`config.mk`:
```
export PLATFORM = sky130hd
export DESIGN_NAME = territory_tally
export DESIGN_NICKNAME = d
export VERILOG_FILES = /design/src/rtl/tron_pkg.sv /design/src/rtl/territory_tally_winner_select.sv /design/src/rtl/territory_tally.sv
export SDC_FILE = /design/constraint.sdc
export NUM_CORES = 1
export LEC_CHECK = 0
export BUFFER_PORTS_ARGS = -buffer_cell sky130_fd_sc_hd__buf_2
export CAP_MARGIN = 20
export CORE_MARGIN = 10
export CORE_UTILIZATION = 53
export CTS_BUF_LIST = sky130_fd_sc_hd__clkbuf_8 sky130_fd_sc_hd__clkbuf_16
export CTS_CLUSTER_DIAMETER = 30
export CTS_CLUSTER_SIZE = 28
export DETAILED_ROUTE_END_ITERATION = 8
export GPL_TIMING_DRIVEN = 0
export PLACE_DENSITY = 0.78
export SYNTH_ARGS = -nofsm -noshare
export SYNTH_HDL_FRONTEND = slang
export SYNTH_HIERARCHICAL = 1
export SYNTH_SLANG_ARGS = --single-unit
```
`constraint.sdc`:
```
create_clock -name CLOCK_50 -period 5.8 [get_ports CLOCK_50]
set_input_delay 0 -clock CLOCK_50 [delete_from_list [all_inputs] [get_ports CLOCK_50]]
set_output_delay 0 -clock CLOCK_50 [all_outputs]
set_load 0.1 [all_outputs]
```
`src/rtl/tron_pkg.sv`:
```
// Shared playfield definitions: colour codes, screen geometry and the tally FSM states.
package tron_pkg;

  localparam logic [2:0] BG_COL    = 3'b000;
  localparam logic [2:0] P1_COL    = 3'b001;
  localparam logic [2:0] P2_COL    = 3'b010;
  localparam logic [2:0] P3_COL    = 3'b100;
  localparam logic [2:0] P4_COL    = 3'b110;
  localparam logic [2:0] TIMER_COL = 3'b111;

  localparam int SCREEN_W = 160;
  localparam int SCREEN_H = 120;
  localparam int ADDR_W   = 15;
  localparam int COUNT_W  = 15;

  typedef enum logic [2:0] {
    IDLE,
    SCAN,
    DRAIN,
    DECIDE,
    DONE
  } state_e;

endpackage

```
`src/rtl/territory_tally_winner_select.sv`:
```
// Combinational 4-way argmax; strict compare so ties go to the lowest player index.
module winner_select
  import tron_pkg::*;
(
  input  logic [COUNT_W-1:0] p1_i,
  input  logic [COUNT_W-1:0] p2_i,
  input  logic [COUNT_W-1:0] p3_i,
  input  logic [COUNT_W-1:0] p4_i,
  output logic [1:0]         winner_o
);

  logic [COUNT_W-1:0] best;

  always_comb begin
    best     = p1_i;
    winner_o = 2'd0;
    if (p2_i > best) begin
      best     = p2_i;
      winner_o = 2'd1;
    end
    if (p3_i > best) begin
      best     = p3_i;
      winner_o = 2'd2;
    end
    if (p4_i > best) begin
      best     = p4_i;
      winner_o = 2'd3;
    end
  end

endmodule

```
`src/rtl/territory_tally.sv`:
```
// Post-round playfield reader: sweeps every cell once, counts each player's
// territory and latches the counts plus the winning player.
module territory_tally
  import tron_pkg::*;
#(
  parameter int WIDTH       = SCREEN_W,
  parameter int HEIGHT      = SCREEN_H,
  parameter int X_BITS      = 8,
  parameter int Y_BITS      = 7,
  parameter int RAM_LATENCY = 1
) (
  input  logic                     CLOCK_50,
  input  logic                     reset,
  input  logic                     start,
  input  logic [2:0]               q,
  output logic [X_BITS+Y_BITS-1:0] address,
  output logic                     busy,
  output logic                     done,
  output logic                     valid,
  output logic [COUNT_W-1:0]       p1_count,
  output logic [COUNT_W-1:0]       p2_count,
  output logic [COUNT_W-1:0]       p3_count,
  output logic [COUNT_W-1:0]       p4_count,
  output logic [1:0]               winner
);

  localparam logic [X_BITS-1:0] X_LAST     = X_BITS'(WIDTH - 1);
  localparam logic [Y_BITS-1:0] Y_LAST     = Y_BITS'(HEIGHT - 1);
  localparam logic [1:0]        DRAIN_INIT = 2'(RAM_LATENCY - 1);

  state_e                      state_q;
  logic [X_BITS-1:0]           x_q;
  logic [Y_BITS-1:0]           y_q;
  logic [1:0]                  drain_q;
  logic                        busy_q, done_q, valid_q;
  logic [1:0]                  winner_q, win_sel;
  logic [RAM_LATENCY-1:0]      tag_q, tag_d;
  logic [3:0][COUNT_W-1:0]     cnt_q, cnt_d;
  logic                        accept;

  // A start landing in the done cycle is dropped so one request gives one tally.
  assign accept = (state_q == IDLE) && start && !done_q;

  always_ff @(posedge CLOCK_50 or posedge reset) begin
    if (reset) begin
      state_q  <= IDLE;
      x_q      <= '0;
      y_q      <= '0;
      drain_q  <= '0;
      busy_q   <= 1'b0;
      done_q   <= 1'b0;
      valid_q  <= 1'b0;
      winner_q <= 2'd0;
    end else begin
      done_q <= 1'b0;
      case (state_q)
        IDLE: if (accept) begin
          state_q <= SCAN;
          x_q     <= '0;
          y_q     <= '0;
          busy_q  <= 1'b1;
          valid_q <= 1'b0;
        end
        SCAN: begin
          if (y_q == Y_LAST) begin
            if (x_q == X_LAST) begin
              state_q <= DRAIN;
              drain_q <= DRAIN_INIT;
            end else begin
              x_q <= x_q + 1'b1;
              y_q <= '0;
            end
          end else begin
            y_q <= y_q + 1'b1;
          end
        end
        DRAIN: begin
          if (drain_q == 2'd0) state_q <= DECIDE;
          else                 drain_q <= drain_q - 1'b1;
        end
        DECIDE: begin
          winner_q <= win_sel;
          state_q  <= DONE;
        end
        DONE: begin
          done_q  <= 1'b1;
          valid_q <= 1'b1;
          busy_q  <= 1'b0;
          state_q <= IDLE;
        end
        default: state_q <= IDLE;
      endcase
    end
  end

  // Tag bit k marks that the address issued k+1 cycles ago was a real sweep read.
  always_comb begin
    tag_d    = tag_q << 1;
    tag_d[0] = (state_q == SCAN);
  end

  always_comb begin
    cnt_d = cnt_q;
    if (accept) begin
      cnt_d = '0;
    end else if (tag_q[RAM_LATENCY-1]) begin
      case (q)
        P1_COL:  cnt_d[0] = cnt_q[0] + COUNT_W'(1);
        P2_COL:  cnt_d[1] = cnt_q[1] + COUNT_W'(1);
        P3_COL:  cnt_d[2] = cnt_q[2] + COUNT_W'(1);
        P4_COL:  cnt_d[3] = cnt_q[3] + COUNT_W'(1);
        default: ;
      endcase
    end
  end

  always_ff @(posedge CLOCK_50 or posedge reset) begin
    if (reset) begin
      tag_q <= '0;
      cnt_q <= '0;
    end else begin
      tag_q <= tag_d;
      cnt_q <= cnt_d;
    end
  end

  winner_select u_winner (
    .p1_i    (cnt_q[0]),
    .p2_i    (cnt_q[1]),
    .p3_i    (cnt_q[2]),
    .p4_i    (cnt_q[3]),
    .winner_o(win_sel)
  );

  assign address  = {x_q, y_q};
  assign busy     = busy_q;
  assign done     = done_q;
  assign valid    = valid_q;
  assign p1_count = cnt_q[0];
  assign p2_count = cnt_q[1];
  assign p3_count = cnt_q[2];
  assign p4_count = cnt_q[3];
  assign winner   = winner_q;

endmodule

```
==> results of run 1 <==
-- timing repair --
action / in CTS / in global routing
gates resized for setup: 6 / 24
hold buffers: 1 / 0
endpoints found under the setup margin: 2 / 2
endpoints found under the hold margin: 86 / 0
setup buffers: 2 / 14
gates cloned: 0 / 0
pin swaps: 3 / 12
-- metrics by stage --
step	hold WS (ns)	area (um^2)	utilization	setup TNS [ns]
floorplan	0.217	5910	-	0
global placement	0.412	6510	0.603	-0.587
detailed placement	-0.00810	6540	0.606	-0.690
CTS	0.0470	6840	0.634	0
global route	0.112	7140	0.662	-0.0304
finish	0.0676	7140	0.662	0
-- per-layer routing --
| metal | global-route usage | part of all wire | routed length, um |
|---|---|---|---|
| met1 | 0.241 | 0.42 | 6860 |
| met2 | 0.331 | 0.49 | 7930 |
| met3 | 0.0452 | 0.062 | 1010 |
| met4 | 0.0779 | 0.028 | 458 |
| met5 | 0 | 0 | 0 |
-- registers in the layout, indices dropped and copies added (netlist names) --
signal    cells
p4_count     15
done          1
p3_count     15
y_q           7
x_q           8
winner        2
drain_q       2
p1_count     15
tag_q         1
p2_count     15
busy          1
valid         1
state_q       3
-- cell families after synthesis --
kind of cell	after synthesis
flip-flops	86
multiplexers	38
XOR/XNOR	37
AO/OA/AOI/OAI	108
adder cells (fa/ha/maj)	52
AND/OR/NAND/NOR	237
buffers and inverters	65
-- layout make-up --
type / count / area (um^2)
fill: 856 / 3650
multi-input combinational: 472 / 3650
sequential: 86 / 2190
timing repair buffer: 103 / 587
inverter: 47 / 179
tap: 140 / 175
clock buffer: 12 / 165
buffer: 18 / 123
clock inverter: 4 / 76.3
-- worst min-delay path, delay by kind of cell --
family	cells	cell delay [ns]
buffers and inverters	1	0.13
AOI/OAI and AO/OA	1	0.05
and+or+nand+nor	2	0.21
-- layout by cell type (no fill, tap or decap), types with 4 or more instances in the layout --
master	count
nor2_1	47
and3_1	11
or3_1	13
a21o_1	8
nor4_1	7
xor2_1	15
ha_4	11
mux2i_1	15
dfrtp_2	30
a21o_2	4
nor2b_1	4
mux2_4	8
o21ai_0	22
o21a_1	4
ha_1	41
a211o_1	4
inv_2	7
inv_1	38
a221o_1	4
or4_1	9
nand3b_1	4
buf_4	16
nand2_1	50
mux2_2	11
buf_2	88
nand4_1	20
clkbuf_8	12
a21oi_1	33
xnor2_1	22
and4_1	5
clkbuf_1	7
nand3_1	23
nor3_1	16
dfrtp_1	56
o31ai_1	7
-- worst max-delay path by stage --
stage / startpoint / endpoint / cells past startpoint
CTS: p1_count[12] / winner[0] / 22
global placement: p1_count[12] / winner[0] / 22
detailed placement: p1_count[12] / winner[0] / 22
finish: p1_count[8] / winner[0] / 22
floorplan: p1_count[14] / winner[0] / 22
global route: p1_count[8] / winner[0] / 22
-- where the power goes --
part	internal, W	total [W]	switching [W]
registers	0.000661	0.000775	0.000114
logic	0.000386	0.00120	0.000813
clock network	0.000280	0.000502	0.000222
total	0.00133	0.00248	0.00115
==> flow_metrics.env, run 1 <==
export IMPL_status="complete, no violations"
export IMPL_ys_seq_elements=86
export IMPL_synth_nets=681
export IMPL_ys_flop_type="dfrtp_1"
export IMPL_synth_compound_area_frac=0.124
export IMPL_period_share=0.975
export IMPL_critPathLaunchType="flop"
export IMPL_synthAdderAreaFrac=0.111
export IMPL_antenna_found_initial=0
export IMPL_worstHoldStart="q[0]"
export IMPL_fmax_mhz=177
export IMPL_setup_viol=0
export IMPL_max_stage_delay_ns=0.47
export IMPL_maxCapViolCount=0
export IMPL_syn_area_mm2=0.00584
export IMPL_cts_sinks=86
export IMPL_critical_path_max_fanout=7
export IMPL_grt_pass1_wl_um=26100
export IMPL_synthTopCellsByArea="dfrtp_1 (37%), ha_1 (11%), xnor2_1 (3.3%)"
export IMPL_grt_ovfl_total=0
export IMPL_synth_area_mux_share=0.0743
export IMPL_min_to="p2_count[1]"
export IMPL_critPathSlowestCell="dfrtp_2"
export IMPL_rrSetupSlack_ns=0.15
export IMPL_min_path_type="input pin to flop"
export IMPL_drt_first_pass_iters=5
export IMPL_synth_seq_area_share=0.368
export IMPL_htree_levels=3
export IMPL_clockBufferDepth=2
export IMPL_worstRegToRegCells=22
export IMPL_layoutNonFillerInstCount=882
export IMPL_crit_arrival_ns=5.91
export IMPL_synth_top_family_by_area="simple AND/OR/NAND/NOR gates"
export IMPL_viasPerCell=6.02
export IMPL_yosysMostFrequentCell="dfrtp_1"
export IMPL_numCtsBuffers=9
export IMPL_num_rows=38
export IMPL_clockRootBuffer="clkbuf_8"
export IMPL_die_h_um=125
export IMPL_drc=0
export IMPL_slew_headroom=0.409
export IMPL_finalPower_w=0.00248
export IMPL_ys_types=64
export IMPL_dieArea_mm2=0.0156
export IMPL_worstMarginPinSlew_ns=0.875
export IMPL_synth_xor_area_share=0.0555
export IMPL_pre_cts_ws_ns=-0.420
export IMPL_ys_top_cells_by_count="dfrtp_1 (86), ha_1 (52), nand2_1 (50)"
export IMPL_vias=5307
export IMPL_clkTransAtPathRegs_ns=0.08
export IMPL_detail_route_antenna_nets=0
export IMPL_fin_nets=795
export IMPL_routed_wl_um=16300
export IMPL_initialDrtViolationCount=347
export IMPL_ys_warn_count=6
export IMPL_synth_simple_area_share=0.218
export IMPL_drive_gt1_frac=0.299
export IMPL_numPortBuffers=85
export IMPL_ioPinCount=86
export IMPL_track_usage=0.198
export IMPL_p_per_area_mw_per_mm2=347
export IMPL_crit_chain="inv_1 > ha_4 > nand4_1 > nor2_2 > o31ai_4 > a21oi_4 > buf_12 > mux2i_4 > ha_1 > and3_1 > a221o_1 > a221o_1 > o21ai_4 > buf_12 > mux2_4 > ha_1 > and3_4 > a221o_1 > a221oi_2 > a21o_1 > a21bo_2 > mux2_2"
export IMPL_syn_avg_cell_area_um2=9.38
export IMPL_skew_ns=0.00846
export IMPL_fin_ws_ns=0.145
export IMPL_dp_cells=849
export IMPL_clk_latency_ns=0.37
export IMPL_wire_per_inst_um=18.4
export IMPL_finalHoldViolCount=0
export IMPL_path_buf_inv=3
export IMPL_dpl_hpwl_um=11800
export IMPL_criticalPathCategory="flop to flop"
export IMPL_cts_tree="built"
export IMPL_antennaDiodeCount=0
export IMPL_initial_utilization=0.541
export IMPL_synth_top_area_frac=0.368
export IMPL_crit_path_end_kind="flop"
export IMPL_crit_family="compound AO/OA/AOI/OAI gates"
export IMPL_grt_pass1_vias=5200
export IMPL_regToRegStartpoint="p1_count[8]"
export IMPL_synthCells=623
export IMPL_design_core_area_mm2=0.0108
export IMPL_cpMostUsedCell="a221o_1"
export IMPL_synthArstFlopShare=1.00
export IMPL_areaGrowthSynthToFinish_pct=22.2
export IMPL_place_gp_congestion=0.838
export IMPL_slew_viol_final=0
export IMPL_synth_edf_count=0
export IMPL_grt_max_degree=63
export IMPL_die_w_um=125
export IMPL_ir_drop_mv=0.330
export IMPL_min_period_ns=5.65
export IMPL_whs_path_depth=4
export IMPL_p_leak_nw=3.30
export IMPL_synth_top_cell_by_area="dfrtp_1"
export IMPL_r2r_end="winner[0]"
export IMPL_critPathRequiredTime_ns=6.05
Power figures use the tool's default switching activity.
==> inputs of run 2 (changes only) <==
--- a/config.mk
+++ b/config.mk
@@ -14,7 +14,9 @@
 export CTS_CLUSTER_SIZE = 28
 export DETAILED_ROUTE_END_ITERATION = 8
 export GPL_TIMING_DRIVEN = 0
+export MAX_ROUTING_LAYER = met4
 export PLACE_DENSITY = 0.78
+export SETUP_SLACK_MARGIN = 0.4
 export SYNTH_ARGS = -nofsm -noshare
 export SYNTH_HDL_FRONTEND = slang
 export SYNTH_HIERARCHICAL = 1
==> run 2 against run 1 <==
  * Sequential share of layout area decreased by 0.69 points
  * Worst hold slack got worse by 0.019 ns
  * Clock-buffer cell count decreased by 3
  * First-iteration DRC count decreased by 5.8%
  * Sequential power about the same
  * Maximum frequency increased by 3.2%
  * Critical path type unchanged
  * Highest routed layer unchanged
  * Power increased by 3.3%
  * Global-route usage increased by 0.99 points
  * Worst setup slack improved by 0.18 ns
  * Clock power increased by 3%
  * Die area unchanged
  * Register-to-register slack improved by 0.18 ns
==> flow_metrics.env, run 2 (same netlist as run 1, synthesis figures left out) <==
export IMPL_status="complete, no violations"
export IMPL_fin_ws_ns=0.322
export IMPL_grt_ovfl_total=0
export IMPL_regToRegStartpoint="p2_count[10]"
export IMPL_period_share=0.944
export IMPL_antennaDiodeCount=0
export IMPL_worstRegToRegCells=23
export IMPL_holdWs_ns=0.0482
export IMPL_power_switching_w=0.00117
export IMPL_finalHoldViolCount=0
export IMPL_vias=5369
export IMPL_crit_path_end_kind="flop"
export IMPL_ioPinCount=86
export IMPL_numCtsBuffers=9
export IMPL_pre_cts_ws_ns=-0.189
export IMPL_skew_ns=0.0136
export IMPL_initial_utilization=0.541
export IMPL_dpl_hpwl_um=11800
export IMPL_min_period_ns=5.48
export IMPL_seqPwrFrac=0.304
export IMPL_clockRootBuffer="clkbuf_8"
export IMPL_crit_chain="ha_4 > nand4_1 > nor2_1 > o31ai_2 > a21oi_4 > buf_4 > buf_4 > mux2i_2 > ha_1 > nor2b_1 > o21ai_0 > a21oi_1 > o21a_1 > o21ai_4 > buf_12 > mux2_4 > ha_4 > and3_4 > a221o_1 > a221oi_2 > a21o_1 > a21bo_2 > mux2_2"
export IMPL_drt_first_pass_iters=5
export IMPL_clkTransAtPathRegs_ns=0.10
export IMPL_min_path_type="input pin to flop"
export IMPL_fmax_mhz=183
export IMPL_clockBufferDepth=2
export IMPL_detail_route_antenna_nets=0
export IMPL_critPathSlowestCell="dfrtp_2"
export IMPL_grt_max_degree=69
export IMPL_slew_viol_final=0
export IMPL_cts_tree="built"
export IMPL_design_core_area_mm2=0.0108
export IMPL_grt_pass1_wl_um=26300
export IMPL_p_leak_nw=3.43
export IMPL_ir_drop_mv=0.344
export IMPL_initialDrtViolationCount=327
export IMPL_routed_wl_um=16700
export IMPL_pwr_share_comb=0.493
export IMPL_r2r_end="winner[0]"
export IMPL_max_stage_delay_ns=0.50
export IMPL_num_rows=38
export IMPL_criticalPathCategory="flop to flop"
export IMPL_clockPowerShare=0.202
export IMPL_cts_sinks=86
export IMPL_crit_start="p2_count[10]"
export IMPL_clk_latency_ns=0.37
export IMPL_die_h_um=125
export IMPL_htree_levels=3
export IMPL_track_usage=0.207
export IMPL_fin_nets=819
export IMPL_critPathLaunchType="flop"
export IMPL_numPortBuffers=85
export IMPL_worstMarginPinSlew_ns=0.701
export IMPL_critPathRequiredTime_ns=6.05
export IMPL_dieArea_mm2=0.0156
export IMPL_wire_per_inst_um=18.5
export IMPL_p_per_area_mw_per_mm2=350
export IMPL_antenna_found_initial=0
export IMPL_rsz0062_at_grt="true"
export IMPL_viasPerCell=5.93
export IMPL_crit_arrival_ns=5.73
export IMPL_layout_commonest_cell="buf_2"
export IMPL_drive_gt1_frac=0.326
export IMPL_crit_cells=23
export IMPL_die_w_um=125
export IMPL_p_int_w=0.00139
export IMPL_maxCapViolCount=0
export IMPL_p_sw_frac=0.458
export IMPL_layoutNonFillerInstCount=906
export IMPL_whs_path_depth=4
export IMPL_crit_family="compound AO/OA/AOI/OAI gates"
export IMPL_grt_pass1_vias=5151
export IMPL_place_gp_congestion=0.868
export IMPL_areaGrowthSynthToFinish_pct=25.0
export IMPL_dp_cells=849
export IMPL_drc=0
export IMPL_crit_end="winner[0]"
export IMPL_setup_viol=0
export IMPL_critical_path_max_fanout=7
export IMPL_rrSetupSlack_ns=0.32
export IMPL_slew_headroom=0.526
export IMPL_path_buf_inv=3
export IMPL_most_common_layout_cells="buf_2 (88), dfrtp_1 (56), nand2_1 (50)"
run 2: power groups by stage:
stage,sequential [W],clock [W],combinational (W)
floorplan,0.00118,0,0.000468
global placement,0.000791,0,0.00103
detailed placement,0.000794,0,0.00108
CTS,0.000776,0.000520,0.00117
global route,0.000793,0.000544,0.00134
finish,0.000778,0.000517,0.00126
run 2: worst min path at each step:
| stage | from | endpoint | slack [ns] |
|---|---|---|---|
| after global routing | q[0] | p2_count[1] | 0.08 |
| final | q[0] | p2_count[1] | 0.05 |
| after detailed placement | reset | p1_count[14] | -0.04 |
| after global placement | q[0] | p2_count[1] | 0.40 |
| after floorplan | q[2] | p2_count[1] | 0.22 |
| after CTS | q[0] | p2_count[1] | 0.04 |
run 2: worst reg2reg max path, cell delays in order, from the launching register on:
cell,delay [ns]
dfrtp_2,0.50
ha_4,0.30
nand4_1,0.14
nor2_1,0.18
o31ai_2,0.11
a21oi_4,0.21
buf_4,0.15
buf_4,0.18
mux2i_2,0.31
ha_1,0.30
nor2b_1,0.14
o21ai_0,0.17
a21oi_1,0.11
o21a_1,0.23
o21ai_4,0.26
buf_12,0.16
mux2_4,0.31
ha_4,0.21
and3_4,0.18
a221o_1,0.33
a221oi_2,0.26
a21o_1,0.16
a21bo_2,0.22
mux2_2,0.26
run 2: stage by stage:
step / utilization / cell area, um^2 / power, W / setup TNS [ns]
final: 0.677 / 7300 / 0.00256 / 0
after global routing: 0.677 / 7300 / 0.00268 / 0
after global placement: 0.610 / 6580 / 0.00182 / -0.0762
after detailed placement: 0.613 / 6610 / 0.00187 / -0.249
after CTS: 0.657 / 7090 / 0.00247 / 0
after floorplan: - / 5980 / 0.00165 / 0
run 2: metal layers:
layer,vias up,GRT usage,share of wire
met5,-,-,0
li1,2536,-,-
met2,191,0.334,0.49
met1,2617,0.260,0.44
met3,25,0.0410,0.056
met4,0,0.0569,0.015
run 2: area by class of cell:
| class | count | area (um^2) |
|---|---|---|
| Timing Repair Buffer | 127 | 785 |
| Fill cell | 837 | 3490 |
| Multi-Input combinational cell | 472 | 3610 |
| Sequential cell | 86 | 2190 |
| Buffer | 18 | 123 |
| Inverter | 47 | 179 |
| Clock buffer | 9 | 124 |
| Tap cell | 140 | 175 |
| Clock inverter | 7 | 115 |
run 2: repair_timing:
action	4_1_cts	5_1_grt
endpoints found under the hold margin	86	0
endpoints found under the setup margin	2	2
setup buffers	23	16
hold buffers	1	0
pin swaps	6	8
gates cloned	0	1
resized for setup	11	11
